==> src/rtl/clk_div_frac_mch.sv <==
// Multi-channel fractional clock divider: per-channel integer+fraction half-period counter,
// double-buffered config applied at period end, optional cascade from the previous channel's tick.
module clk_div_frac_mch #(
  parameter int unsigned CChCnt  = 4,
  parameter int unsigned CChIdxW = 2,
  parameter int unsigned CIntW   = 8,
  parameter int unsigned CFraW   = 8
) (
  input  logic                     AClkH,
  input  logic                     AResetHN,
  input  logic                     AClkHEn,
  input  logic                     AWrEn,
  input  logic [CChIdxW-1:0]       AWrCh,
  input  logic [CIntW+CFraW+1:0]   AWrData,
  input  logic                     ASync,
  output logic [CChCnt-1:0]        AClkOut,
  output logic [CChCnt-1:0]        ATick,
  output logic [CChCnt-1:0]        AActive
);

  localparam int unsigned CCfgW = CIntW + CFraW + 2;

  for (genvar gi = 0; gi < CChCnt; gi++) begin : g_ch
    logic [CCfgW-1:0] r_shadow;
    logic [CCfgW-1:0] r_cfg;
    logic [CIntW-1:0] r_fcnt;
    logic [CFraW-1:0] r_facc;
    logic             r_clk;
    logic             r_tick;
    logic             r_active;

    logic             w_wr;
    logic             w_step;
    logic             w_sh_ok;
    logic [CIntW-1:0] w_sh_int;
    logic [CIntW-1:0] w_cfg_int;
    logic [CFraW-1:0] w_cfg_fra;
    logic [CFraW:0]   w_sum;
    logic [CIntW-1:0] w_fcnt_nx;

    assign w_wr      = AWrEn && (AWrCh == CChIdxW'(gi));
    assign w_sh_int  = r_shadow[CFraW +: CIntW];
    assign w_sh_ok   = r_shadow[CCfgW-2] && (w_sh_int != '0);
    assign w_cfg_int = r_cfg[CFraW +: CIntW];
    assign w_cfg_fra = r_cfg[CFraW-1:0];
    assign w_sum     = {1'b0, r_facc} + {1'b0, w_cfg_fra};
    assign w_fcnt_nx = w_cfg_int - CIntW'(1) + CIntW'(w_sum[CFraW]);

    if (gi == 0) begin : g_step0
      assign w_step = AClkHEn;
    end else begin : g_stepn
      logic w_cas;
      // A stopped channel will load from the shadow, so its cascade bit decides the step source.
      assign w_cas  = r_active ? r_cfg[CCfgW-1] : r_shadow[CCfgW-1];
      assign w_step = w_cas ? ATick[gi-1] : AClkHEn;
    end

    always_ff @(posedge AClkH or negedge AResetHN) begin
      if (!AResetHN) begin
        r_shadow <= '0;
        r_cfg    <= '0;
        r_fcnt   <= '0;
        r_facc   <= '0;
        r_clk    <= 1'b0;
        r_tick   <= 1'b0;
        r_active <= 1'b0;
      end else begin
        if (w_wr) begin
          r_shadow <= AWrData;
        end
        r_tick <= 1'b0;
        if (ASync) begin
          r_clk <= 1'b0;
          if (w_sh_ok) begin
            r_cfg    <= r_shadow;
            r_fcnt   <= w_sh_int - CIntW'(1);
            r_facc   <= '0;
            r_active <= 1'b1;
          end else begin
            r_active <= 1'b0;
          end
        end else if (w_step) begin
          if (!r_active) begin
            if (w_sh_ok) begin
              r_cfg    <= r_shadow;
              r_fcnt   <= w_sh_int - CIntW'(1);
              r_facc   <= '0;
              r_clk    <= 1'b0;
              r_active <= 1'b1;
            end
          end else if (r_fcnt != '0) begin
            r_fcnt <= r_fcnt - CIntW'(1);
          end else if (r_clk && (r_shadow != r_cfg)) begin
            // Falling edge with a pending new config: swap it in and restart the accumulator.
            r_tick   <= 1'b1;
            r_clk    <= 1'b0;
            r_cfg    <= r_shadow;
            r_fcnt   <= w_sh_int - CIntW'(1);
            r_facc   <= '0;
            r_active <= w_sh_ok;
          end else begin
            // Unchanged config keeps the accumulator running so the fraction is realised.
            r_tick <= r_clk;
            r_clk  <= ~r_clk;
            r_facc <= w_sum[CFraW-1:0];
            r_fcnt <= w_fcnt_nx;
          end
        end
      end
    end

    assign AClkOut[gi] = r_clk;
    assign ATick[gi]   = r_tick;
    assign AActive[gi] = r_active;
  end

endmodule

==> config.mk <==
export PLATFORM = sky130hd
export DESIGN_NAME = clk_div_frac_mch
export DESIGN_NICKNAME = d
export VERILOG_FILES = /design/src/rtl/clk_div_frac_mch.sv
export SDC_FILE = /design/constraint.sdc
export NUM_CORES = 1
export LEC_CHECK = 0
export CORE_MARGIN = 10
export CORE_UTILIZATION = 55
export CTS_CLUSTER_DIAMETER = 40
export DETAILED_ROUTE_END_ITERATION = 10
export PLACE_DENSITY = 0.75
export RECOVER_POWER = 100
export SYNTH_ARGS = -nofsm -noshare
export SYNTH_HDL_FRONTEND = slang
export SYNTH_SLANG_ARGS = --single-unit
==> constraint.sdc <==
create_clock -name AClkH -period 4.6 [get_ports AClkH]
set_input_delay 0.92 -clock AClkH [delete_from_list [all_inputs] [get_ports AClkH]]
set_output_delay 0.92 -clock AClkH [all_outputs]
set_load 0.05 [all_outputs]
-- After elaboration in Yosys (flattened, before gate mapping)
Cells that the tools add are included.
- bits in registers: 220
- output and inout bits: 12
- add/sub/neg operators: 20
- equal/unequal tests: 15
- mux-type cells: 146
- bitwise operators: 4
- reductions and logical operators: 41
- operators by type and width (kind ; count):
    18-bit 2-to-1 mux ; 24
    8-bit 2-to-1 mux ; 48
    8-bit by 1-bit subtractor with 8-bit output (second input constant) ; 12
    1-bit 2-to-1 mux ; 74
    18-bit != test ; 4
    8-bit nonzero test ; 8
    8-bit by 8-bit adder with 9-bit output ; 4
    8-bit by 1-bit adder with 8-bit output ; 4
    3-bit AND reduction ; 8
    1-bit logical AND ; 12
    3-bit by 2-bit != test with 1-bit output (second input constant) ; 4
    3-bit != test (second input constant) ; 4
    3-bit nonzero test ; 4
    2-bit AND reduction ; 4
    2-bit nonzero test ; 4
    2-bit == test (second input constant) ; 2
    1-bit inverter ; 4
    2-bit by 1-bit == test with 1-bit output (second input constant) ; 1
    2-bit logical NOT ; 1

-- Depth between registers and ports, before layout
- depth in word-level cells: 7
- mapped depth: 18

-- Worst setup path after synthesis
OpenSTA, ideal clock, no wires.
- path kind: register to register
- start point: reg g_ch[2].r_cfg[0]
- end point: reg g_ch[2].r_fcnt[4]
- library setup time: 0.118 ns
- arrival: 2.850 ns
- data required time: 4.482 ns
- path slack: 1.632 ns
- cell stages (with the launch flop): 18
- cell sequence: dfrtp_1 > ha_1 > inv_1 > fa_1 > nor2b_1 > o21ai_0 > nand2b_1 > a21o_1 > a21o_1 > a21o_1 > a21oi_1 > ha_1 > ha_1 > inv_1 > or3_1 > xor2_1 > o211ai_1 > a21o_1
- longest elaborated chain between the ends: 7
- elaborated cells between the ends (all ways): 9
- classes of those cells: add/sub (2); eq/ne (1); mux (5); reduce/logical (1)
- RTL lines (element ; line ; source):
    from (decl) ; 25 ; logic [CCfgW-1:0] r_cfg;
    from (signal assigned) ; 75 ; r_cfg <= r_shadow;
    from (signal assigned) ; 85 ; r_cfg <= r_shadow;
    from (signal assigned) ; 97 ; r_cfg <= r_shadow;
    8-bit by 8-bit adder with 9-bit output / 18-bit != test (equally long branches) ; 46, 93 ;
    8-bit by 1-bit adder with 8-bit output / 1-bit logical AND (equally long branches) ; 47, 93 ;
    8-bit 2-to-1 mux * ; 93 ; end else if (r_clk && (r_shadow != r_cfg)) begin
    8-bit 2-to-1 mux * ; 91 ; end else if (r_fcnt != '0) begin
    8-bit 2-to-1 mux * ; 83 ; if (!r_active) begin
    8-bit 2-to-1 mux * ; 82 ; end else if (w_step) begin
    8-bit 2-to-1 mux * ; 72 ; if (ASync) begin
    to (signal assigned) ; 76 ; r_fcnt <= w_sh_int - CIntW'(1);
    to (signal assigned) ; 86 ; r_fcnt <= w_sh_int - CIntW'(1);
    to (signal assigned) ; 92 ; r_fcnt <= r_fcnt - CIntW'(1);
    to (decl) ; 26 ; logic [CIntW-1:0] r_fcnt;
Every way passes the cells marked *; elsewhere a longest branch is shown, timed or not. The select of a mux whose other input is x is not followed.
A chain may end at the register's enable or synchronous reset.

-- Final worst setup path
- start point: in ASync
- end point: reg g_ch[3].r_cfg[2]
- longest elaborated chain between the ends: 2
- elaborated cells between the ends (all ways): 5
- classes of those cells: eq/ne (2); mux (1); reduce/logical (2)
- RTL lines (element ; line ; source):
    from (decl) ; 15 ; input logic ASync,
    3-bit by 2-bit != test with 1-bit output (no line) (tied with other cells) ; -- ;
    3-bit AND reduction (no line) ; -- ;
    to (signal assigned) ; 75 ;
    to (signal assigned) ; 85 ;
    to (signal assigned) ; 97 ;
    to (decl) ; 25 ;
Several ways; a longest one is shown, not always the timed one.

==> impl_results.html <==
<table>
<tr><th>Metric</th><th>Value</th></tr>
<tr><th colspan="2">STA</th></tr>
<tr><td>Maximum clock rate</td><td>0.257 GHz</td></tr>
<tr><td>Part of the cycle the worst path needs</td><td>0.846</td></tr>
<tr><td>Final Skew</td><td>26.1 ps</td></tr>
<tr><td>Number of setup violations in the final report</td><td>0</td></tr>
<tr><td>Max Slew Vio Count</td><td>between 100 and 150</td></tr>
<tr><td>Time the worst path needs with I/O delays and setup</td><td>3890 ps</td></tr>
<tr><td>Relative max-transition margin</td><td>-1.15</td></tr>
<tr><td>Final Hold Viols</td><td>0</td></tr>
<tr><td>Setup repair after global routing missed its margin</td><td>false</td></tr>
<tr><td>Final sum of negative setup slack</td><td>0 ps</td></tr>
<tr><td>Worst-Margin Slew</td><td>3230 ps</td></tr>
<tr><th colspan="2">GRT</th></tr>
<tr><td>Total gr overflow</td><td>0</td></tr>
<tr><td>First-pass GRT wire length</td><td>about 53000 um</td></tr>
<tr><td>Vias in the first global route</td><td>9923</td></tr>
<tr><td>Maximum number of pins on one net before global-route repair</td><td>128</td></tr>
<tr><td>Total routing usage reported by global routing</td><td>0.209</td></tr>
<tr><td>Initial antenna violation count</td><td>1</td></tr>
<tr><th colspan="2">Drt</th></tr>
<tr><td>DRC violations left</td><td>0</td></tr>
<tr><td>First-pass iteration count of the detailed router</td><td>5</td></tr>
<tr><td>Post-DR wirelength/cell</td><td>19.5 um</td></tr>
<tr><td>Average via count per standard cell</td><td>5.91</td></tr>
<tr><td>Overall via count from detail_route</td><td>9689</td></tr>
<tr><td>Final wirelength</td><td>32000 um</td></tr>
<tr><td>Initial DRC count</td><td>860</td></tr>
<tr><td>Detail Route Antenna Nets</td><td>0</td></tr>
<tr><th colspan="2">Placement</th></tr>
<tr><td>IO Port Bufs</td><td>36</td></tr>
<tr><td>DP HPWL</td><td>22900 um</td></tr>
<tr><td>GPL Wtd Cong</td><td>0.899</td></tr>
<tr><td>Cell count after placement</td><td>1578</td></tr>
<tr><th colspan="2">Synthesis</th></tr>
<tr><td>Synth Area in Compound Gates</td><td>0.131</td></tr>
<tr><td>Xor and xnor area share after synthesis</td><td>0.0970</td></tr>
<tr><td>Synth warnings</td><td>0</td></tr>
<tr><td>Number of distinct library cells after synthesis</td><td>80</td></tr>
<tr><td>Number of nets produced by synthesis</td><td>about 1400</td></tr>
<tr><td>Combinational family with the most area after synthesis</td><td>multiplexers</td></tr>
<tr><td>Number of flops mapped to enable cells by yosys</td><td>0</td></tr>
<tr><td>Cell accounting for the most synthesized area</td><td>sky130_fd_sc_hd__dfrtp_1</td></tr>
<tr><td>Share of synthesized registers carrying an async set or reset</td><td>1.00</td></tr>
<tr><td>Leading post-synthesis cells by cell area</td><td>sky130_fd_sc_hd__dfrtp_1 (41%), sky130_fd_sc_hd__mux2_2 (7.9%), sky130_fd_sc_hd__xor2_1 (6.2%), sky130_fd_sc_hd__ha_1 (5.7%), sky130_fd_sc_hd__mux2_4 (3.5%)</td></tr>
<tr><td>Fraction of post-synthesis cell area in the top cell type by area</td><td>0.415</td></tr>
<tr><td>Cells after Synth</td><td>around 1300</td></tr>
<tr><td>Mean Syn Cell Area</td><td>approximately 10 sq um</td></tr>
<tr><td>Main flop type after synthesis</td><td>sky130_fd_sc_hd__dfrtp_1</td></tr>
<tr><td>Portion of netlist area occupied by mux cells</td><td>0.135</td></tr>
<tr><td>Total standard cell area after synthesis</td><td>about 0.013 sq mm</td></tr>
<tr><td>Post-synthesis adder-cell area fraction</td><td>0.0626</td></tr>
<tr><td>Simple logic cell fraction of the synthesized area</td><td>0.119</td></tr>
<tr><td>Top cells by instance count after synthesis</td><td>sky130_fd_sc_hd__dfrtp_1 (220), sky130_fd_sc_hd__nand2_1 (99), sky130_fd_sc_hd__xor2_1 (94)</td></tr>
<tr><td>Number of register bits inferred by synthesis</td><td>220</td></tr>
<tr><td>Most repeated cell in the gate-level netlist after synthesis</td><td>sky130_fd_sc_hd__dfrtp_1</td></tr>
<tr><td>Sequential fraction of the synthesis area</td><td>0.415</td></tr>
<tr><th colspan="2">Die</th></tr>
<tr><td>Placeable Area</td><td>approximately 0.024 sq mm</td></tr>
<tr><td>Die area</td><td>between 0.03 and 0.04 sq mm</td></tr>
<tr><td>Count of boundary I/O pins</td><td>37</td></tr>
<tr><td>Effective utilization at floorplan</td><td>0.562</td></tr>
<tr><td>Floorplan die width</td><td>175 um</td></tr>
<tr><td>Die outline height</td><td>approximately 180 um</td></tr>
<tr><td>Floorplan row count</td><td>56</td></tr>
<tr><th colspan="2">Setup path</th></tr>
<tr><td>Critical Path Fanout Max</td><td>23</td></tr>
<tr><td>Required time of the critical path</td><td>~5000 ps</td></tr>
<tr><td>Crit end category</td><td>register</td></tr>
<tr><td>Critical path's largest stage delay</td><td>940 ps</td></tr>
<tr><td>WP data arrival</td><td>4280 ps</td></tr>
<tr><td>CP Cell Sequence</td><td>dlygate4sd3_1, clkbuf_1, or2_0, nand3_1, o22ai_2, mux2_2</td></tr>
<tr><td>Critical-path cell with the highest stage delay</td><td>sky130_fd_sc_hd__dlygate4sd3_1</td></tr>
<tr><td>Critical Path Source Type</td><td>input pin</td></tr>
<tr><td>Launching point of the worst reg2reg path</td><td>g_ch[3].r_fcnt[3]</td></tr>
<tr><td>Type of the setup path with the least slack</td><td>input pin to register</td></tr>
<tr><td>Critical path startpoint</td><td>ASync</td></tr>
<tr><th colspan="2">Status</th></tr>
<tr><td>Status</td><td>complete, but fails checks</td></tr>
<tr><td>Violated checks</td><td>max-capacitance violations, max-slew violations</td></tr>
<tr><th colspan="2">Final layout</th></tr>
<tr><td>Number of fill cells in the layout</td><td>just under 2000</td></tr>
<tr><td>Total Nets Final</td><td>between 1000 and 1500</td></tr>
<tr><td>Syn-to-layout area delta</td><td>10.9%</td></tr>
<tr><td>Proportion of layout cells with a drive suffix above 1</td><td>0.134</td></tr>
<tr><td>Filler-free cell count of the finished design</td><td>roughly 1600</td></tr>
<tr><td>Antenna cell count</td><td>0</td></tr>
<tr><td>Final Util</td><td>0.624</td></tr>
<tr><th colspan="2">Pwr</th></tr>
<tr><td>Total leakage power</td><td>between 6 and 7 nW</td></tr>
<tr><td>Fraction of power consumed by combinational cells</td><td>0.330</td></tr>
<tr><td>VDD IR-drop max</td><td>404 uV</td></tr>
<tr><td>Sw power</td><td>3.28 mW</td></tr>
<tr><td>Sw frac</td><td>0.379</td></tr>
<tr><td>Power density over the cells</td><td>a little under 600 mW/mm^2</td></tr>
<tr><td>Sequential cell fraction of total power</td><td>0.384</td></tr>
<tr><td>Total internal power</td><td>5.37 mW</td></tr>
<tr><td>Power share of the clock group</td><td>0.286</td></tr>
<tr><th colspan="2">Hold path</th></tr>
<tr><td>Class of the most critical hold timing path</td><td>register to register</td></tr>
<tr><td>Startpoint of the tightest hold check path</td><td>g_ch[3].r_facc[7]</td></tr>
<tr><th colspan="2">Clocking</th></tr>
<tr><td>Number of post-CTS setup repair buffers</td><td>0</td></tr>
<tr><td>H-tree levels</td><td>2</td></tr>
<tr><td>Post_cts resized</td><td>0</td></tr>
<tr><td>Clock Root Buffer</td><td>sky130_fd_sc_hd__clkbuf_16</td></tr>
<tr><td>Clock latency on the worst-skew pair</td><td>between 500 and 600 ps</td></tr>
<tr><td>Clock Pin Slew Worst Setup and Hold Paths</td><td>50 ps</td></tr>
<tr><td>Number of sinks handled by clock tree synthesis</td><td>220</td></tr>
<tr><td>Total clock buffers created by CTS</td><td>34</td></tr>
<tr><td>Clock tree from TritonCTS</td><td>yes</td></tr>
<tr><td>Maximum root-to-sink buffer count</td><td>3</td></tr>
<tr><td>Count of hold-fix buffers inserted at cts</td><td>0</td></tr>
<tr><th colspan="2">Flow run</th></tr>
<tr><td>MaxCap Viol Count</td><td>2</td></tr>
</table>
## power groups by stage
stage / registers, mW / clock network (mW) / logic (mW)
detailed placement: 3.35 / 0 / 2.97
global route: 3.41 / 2.61 / 3.20
CTS: 3.32 / 2.51 / 3.01
finish: 3.32 / 2.48 / 2.85
floorplan: 3.03 / 0 / 2.50
global placement: 3.32 / 0 / 2.89
## sequential cells by signal, indices dropped and copies added, names as in the netlist
name and cells:
g_ch.r_shadow 72, g_ch.r_tick 4, g_ch.r_facc 32, g_ch.r_fcnt 32, g_ch.r_cfg 72, g_ch.r_clk 4
g_ch.r_active 4
## cell usage in the layout, fill, tap and decap left out, drive strengths merged, types with 6 or more instances in the layout
master / Yosys / final
a21oi: 42 / 42
o21bai: 8 / 8
xnor2: 53 / 53
nor4: 27 / 27
o41ai: 7 / 7
o21ai: 87 / 87
mux2i: 15 / 15
a22o: 11 / 11
nor3b: 7 / 7
a22oi: 12 / 12
a21o: 13 / 13
xor2: 94 / 94
nor3: 30 / 30
clkdlybuf4s50: 0 / 20
nor2: 64 / 64
or4: 7 / 7
nand2b: 11 / 11
clkinv: 0 / 8
ha: 60 / 60
dlygate4sd3: 0 / 15
clkbuf: 28 / 48
inv: 59 / 67
dfrtp: 220 / 220
a211o: 6 / 6
nand2: 104 / 104
buf: 29 / 6
nor2b: 12 / 12
nand3b: 7 / 7
o22ai: 19 / 19
nand3: 22 / 22
mux2: 135 / 135
## worst max-delay path: cells and delay by family
kind / cells / cell delay (ps)
muxes: 1 / 420
AOI/OAI and AO/OA: 1 / 820
buffers and inverters: 2 / 1420
and+or+nand+nor: 2 / 680
## layout make-up
class / count / area [sq um] / share of cell area
clock buffer: 40 / 903 / 0.0614
clock inverter: 21 / 203 / 0.0138
sequential: 220 / 5510 / 0.374
multi-input combinational: 931 / 7050 / 0.479
tap: 319 / 399 / 0.0271
inverter: 59 / 221 / 0.0150
timing repair buffer: 49 / 444 / 0.0302
## path summary, 6_finish.rpt
| check | end | slack, ps | depth (start not counted) |
|---|---|---|---|
| setup / recovery | g_ch[3].r_cfg[2] | 710 | 6 |
| hold / removal | g_ch[3].r_facc[7] | 490 | 2 |
| setup reg to reg | g_ch[3].r_cfg[2] | 1000 | 6 |
| hold reg to reg | g_ch[3].r_facc[7] | 490 | 2 |
| max in group asynchronous | g_ch[1].r_shadow[15] | 1240 | 1 |
| min in group asynchronous | g_ch[1].r_facc[2] | 1410 | 1 |
## per-layer routing
layer  GRT usage  vias up  wire [um]
met1       0.278     4790      14200
met5           0        -          0
met2       0.345      271      15300
met3      0.0313       55       1680
li1            -     4573          -
met4      0.0646        0        843
## stage by stage
stage	instance area, sq um	hold WS, ps	power (mW)	setup WS [ps]
after floorplan	13300	454	5.52	1630
after global placement	13800	466	6.21	808
after detailed placement	13800	475	6.32	738
after CTS	14900	487	8.85	1190
after global routing	14700	506	9.21	561
final	14700	490	8.64	708
## cells by family after synthesis
| logic type | Yosys count |
|---|---|
| AO/OA/AOI/OAI | 253 |
| XOR/XNOR | 147 |
| adder cells (fa/ha/maj) | 64 |
| buffers and inverters | 116 |
| flip-flops | 220 |
| multiplexers | 150 |
| AND/OR/NAND/NOR | 317 |
(Power assumes the default switching activity.)
